==> src/rtl/ysyx_22041207_booth_mul.sv <==
// Iterative radix-4 Booth multiplier (MUL/MULH/MULHSU/MULHU), one digit per cycle.
// Ports: clk, rst (sync, active-high), mul_valid/mul_ready request handshake,
// flush abort, mul_signed {A signed, B signed}, multiplicand/multiplier operands,
// out_valid/out_ready result handshake, result_hi/result_lo full product.
// Optional macro YSYX_MUL_EARLY_OUT_EN: finish once all remaining digits are zero.
module ysyx_22041207_booth_mul #(
    parameter int XLEN = 64
) (
    input  logic            clk,
    input  logic            rst,
    input  logic            mul_valid,
    input  logic            flush,
    input  logic [1:0]      mul_signed,
    input  logic [XLEN-1:0] multiplicand,
    input  logic [XLEN-1:0] multiplier,
    input  logic            out_ready,
    output logic            mul_ready,
    output logic            out_valid,
    output logic [XLEN-1:0] result_hi,
    output logic [XLEN-1:0] result_lo
);

    localparam int ITER = XLEN / 2 + 1;
    localparam int BW   = XLEN + 2;
    localparam int AW   = 2 * XLEN + 2;
    localparam int CW   = $clog2(ITER + 1);

    localparam logic [1:0] S_IDLE = 2'd0;
    localparam logic [1:0] S_BUSY = 2'd1;
    localparam logic [1:0] S_DONE = 2'd2;

    logic [1:0]    state;
    logic [AW-1:0] m_reg;
    logic [BW-1:0] b_reg;
    logic          guard;
    logic [AW-1:0] acc;
    logic [CW-1:0] cnt;

    logic [AW-1:0] a_ext;
    logic [BW-1:0] b_ext;
    logic [2:0]    triplet;
    logic [AW-1:0] sel;
    logic [AW-1:0] acc_next;
    logic [BW-1:0] b_next;
    logic          last;
    logic          finish;
    logic          unused_acc;

    // Extension to XLEN+2 (and beyond for A) keeps unsigned full range exact.
    assign a_ext = {{(AW - XLEN){mul_signed[1] & multiplicand[XLEN-1]}},
                    multiplicand};
    assign b_ext = {{2{mul_signed[0] & multiplier[XLEN-1]}}, multiplier};

    assign triplet = {b_reg[1:0], guard};

    always_comb begin
        sel = '0;
        case (triplet)
            3'b001, 3'b010: sel = m_reg;
            3'b011:         sel = m_reg << 1;
            3'b100:         sel = -(m_reg << 1);
            3'b101, 3'b110: sel = -m_reg;
            default:        sel = '0;
        endcase
    end

    assign acc_next   = acc + sel;
    assign b_next     = {{2{b_reg[BW-1]}}, b_reg[BW-1:2]};
    assign last       = (cnt == CW'(ITER - 1));
    assign unused_acc = ^acc_next[AW-1:AW-2];

`ifdef YSYX_MUL_EARLY_OUT_EN
    // Remaining bits plus next guard all equal -> every later digit is 0.
    assign finish = last
                  | (&{b_next, b_reg[1]})
                  | ~(|{b_next, b_reg[1]});
`else
    assign finish = last;
`endif

    assign mul_ready = (state == S_IDLE);
    assign out_valid = (state == S_DONE);

    always_ff @(posedge clk) begin
        if (rst) begin
            state     <= S_IDLE;
            m_reg     <= '0;
            b_reg     <= '0;
            guard     <= 1'b0;
            acc       <= '0;
            cnt       <= '0;
            result_hi <= '0;
            result_lo <= '0;
        end else if (flush) begin
            state <= S_IDLE;
        end else begin
            case (state)
                S_IDLE: begin
                    if (mul_valid) begin
                        m_reg <= a_ext;
                        b_reg <= b_ext;
                        guard <= 1'b0;
                        acc   <= '0;
                        cnt   <= '0;
                        state <= S_BUSY;
                    end
                end
                S_BUSY: begin
                    acc   <= acc_next;
                    m_reg <= m_reg << 2;
                    b_reg <= b_next;
                    guard <= b_reg[1];
                    cnt   <= cnt + 1'b1;
                    if (finish) begin
                        result_hi <= acc_next[2*XLEN-1:XLEN];
                        result_lo <= acc_next[XLEN-1:0];
                        state     <= S_DONE;
                    end
                end
                S_DONE: begin
                    if (out_ready) state <= S_IDLE;
                end
                default: state <= S_IDLE;
            endcase
        end
    end

endmodule

==> config.mk <==
export PLATFORM = sky130hd
export DESIGN_NAME = ysyx_22041207_booth_mul
export DESIGN_NICKNAME = d
export VERILOG_FILES = /design/src/rtl/ysyx_22041207_booth_mul.sv
export SDC_FILE = /design/constraint.sdc
export NUM_CORES = 2
export LEC_CHECK = 0
export CAP_MARGIN = 25
export CORE_MARGIN = 2
export CORE_UTILIZATION = 38
export DETAILED_ROUTE_END_ITERATION = 10
export PLACE_DENSITY = 0.52
export SYNTH_ARGS = -nofsm -noshare
export SYNTH_HDL_FRONTEND = slang
export SYNTH_SLANG_ARGS = --single-unit
==> constraint.sdc <==
create_clock -name clk -period 8.4 [get_ports clk]
set_input_delay 1.68 -clock clk [delete_from_list [all_inputs] [get_ports clk]]
set_output_delay 1.68 -clock clk [all_outputs]
set_load 0.03 [all_outputs]
==> flow_metrics.env <==
export IMPL_yosys_top_cells_area="dfxtp_1, nand2_1, a21oi_1, ha_1, a22oi_1"
export IMPL_whs_ns=0.451
export IMPL_cpPeakStageDelay_ns=0.59
export IMPL_power_uw=5980
export IMPL_drcViolationCount=0
export IMPL_synth_flop_cell="dfxtp_1"
export IMPL_syn_area_per_cell_sq_um=7.13
export IMPL_synthArstFlopShare_pct=0
export IMPL_status="finished clean"
export IMPL_hold_violations=0
export IMPL_routedWlPerCell_microns=22.4
export IMPL_fin_crit_sh_pct=96.5
export IMPL_drtIter0Drc=3117
export IMPL_synth_edf_count=0
export IMPL_vias_per_cell=5.96
export IMPL_clk_pin_slew_ns=0.06
export IMPL_gp_congestion=0.956
export IMPL_overflow=0
export IMPL_grt_pass1_wl_mm=190
export IMPL_crit_required_ns=8.93
export IMPL_clock_sinks=459
export IMPL_netlist_area_sq_mm=0.0320
export IMPL_drive_above_1_share_pct=5.62
export IMPL_arrival_ns=8.64
export IMPL_numCtsBuffers=57
export IMPL_crit_path_top_delay_cell="or4_1"
export IMPL_detail_route_antenna_nets=0
export IMPL_die_width_microns=294
export IMPL_dp_hpwl_mm=88.9
export IMPL_grt_max_degree=164
export IMPL_fp_coreArea_sq_mm=0.0834
export IMPL_crit_fanout=11
export IMPL_most_common_layout_cells="nand2_1, a21oi_1, dfxtp_1, nor2_1, clkdlybuf4s50_1"
export IMPL_ys_warn_count=0
export IMPL_cpMostUsedCell="or3_1"
export IMPL_final_common_cell="nand2_1"
export IMPL_fin_skew_ns=0.0512
export IMPL_die_area_sq_mm=0.0864
export IMPL_cts_buffer_depth=3
export IMPL_period_needed_ns=8.10
export IMPL_ys_seq_area_share_pct=28.8
export IMPL_cp_num_buf_inv=2
export IMPL_synth_cells=4480
export IMPL_clkLatencyLatePin_ns=0.66
export IMPL_crit_family="simple AND/OR/NAND/NOR gates"
export IMPL_synth_seq_cells=459
export IMPL_dr_pass1_iters=6
export IMPL_slew_headroom_pct=24.6
export IMPL_syn2layout_area_growth_pct=16.4
export IMPL_placed_cell_area_sq_mm=0.0351
export IMPL_rows=106
export IMPL_diodes=0
export IMPL_netlist_area_leader_share_pct=28.8
export IMPL_cap_violations=0
export IMPL_critPathCaptureType="flop"
export IMPL_path_class="reg2reg"
export IMPL_stdcell_area_sq_mm=0.0372
export IMPL_min_path_type="reg2reg"
export IMPL_power_density_mw_per_mm2=161
export IMPL_yosys_area_top_type="dfxtp_1"
export IMPL_cts_root_buf="clkbuf_16"
export IMPL_grt_pass1_vias=30700
export IMPL_io_buffers=264
export IMPL_pin_count=265
export IMPL_cp_start_kind="flop"
export IMPL_slew_violations=0
export IMPL_layout_nets=4734
export IMPL_ys_types=86
export IMPL_setup_viol=0
export IMPL_antenna_found_initial=6
export IMPL_synth_net_count=4746
export IMPL_cts_hold_buf=0
export IMPL_wl_mm=125
export IMPL_grtUsageTotal_pct=27.9
export IMPL_htreeDepth=2
export IMPL_fp_dieH_microns=294
export IMPL_p_leak_uw=0.0134
export IMPL_cts_tree="built"
export IMPL_tightest_slew_ns=1.13
export IMPL_start_util_pct=38.3
export IMPL_fmax_ghz=0.123
export IMPL_vdd_drop_max_v=0.000176
export IMPL_vias=33400
## cell families after synthesis
family	after synthesis	synth area share [%]
compound gates	1438	28.0
xor+xnor	289	7.92
fa+ha+maj	131	5.15
buf+inv	469	5.64
flops	459	28.8
mux	23	0.767
simple gates	1671	23.7
## metal layers
layer	global-route usage [%]	vias to the layer above	routed length (microns)
met5	0	-	61
met4	6.25	10	2690
met3	4.36	155	8760
met2	43.3	1148	55100
met1	40.4	16000	58600
li1	-	16000	-
## cell type report
class | count | area [sq um]
Sequential cell | 459 | 9200
Tap cell | 1080 | 1350
Fill cell | 8591 | 46200
Clock inverter | 30 | 440
Multi-Input combinational cell | 3552 | 21100
Clock buffer | 77 | 1580
Inverter | 55 | 206
Timing Repair Buffer | 343 | 3310
## path summary, 6_finish.rpt
path | end | cells past startpoint | from | slack, ns
setup / recovery | result_hi[58] | 25 | m_reg[5] | 0.30
hold / removal | result_hi[6] | 2 | result_hi[6] | 0.45
hold reg to reg | result_hi[6] | 2 | result_hi[6] | 0.45
setup reg to reg | result_hi[58] | 25 | m_reg[5] | 0.30
## synthesized netlist by cell type, drive strengths merged (110+ instances only)
| cell type | n |
|---|---|
| xnor2 | 162 |
| clkbuf | 365 |
| dfxtp | 459 |
| nand2 | 766 |
| nor2 | 338 |
| ha | 130 |
| nand3 | 110 |
| nor3 | 134 |
| xor2 | 127 |
| a22oi | 200 |
| a21oi | 565 |
| o21ai | 256 |
## repair_timing
item | in CTS | in global routing
gates resized for setup | 2 | 4
cloned | 0 | 0
pin swaps | 0 | 2
endpoints found under the setup margin | 14 | 20
setup buffers | 0 | 3
## worst reg2reg max path, delay by kind of cell, from the launching register on
family / cells / cell delay, ns
and+or+nand+nor: 16 / 5.11
AOI/OAI and AO/OA: 6 / 1.64
adders and majority gates: 1 / 0.45
DFF: 1 / 0.41
buffers and inverters: 2 / 0.36
## power breakdown
group | internal [uW] | switching (uW)
clock | 1600 | 1070
combinational | 342 | 605
sequential | 2240 | 116
## through the flow
step	setup WS, ns	cells	TNS [ns]	util [%]
after floorplan	1.79	4480	0	-
after global placement	-0.194	5484	-0.529	42.0
after detailed placement	-0.305	5486	-1.33	42.1
after CTS	0.0829	5593	0	44.5
after global routing	-0.0211	5596	-0.0273	44.6
final	0.296	5596	0	44.6
No activity file was read; power rests on OpenSTA's default activity.
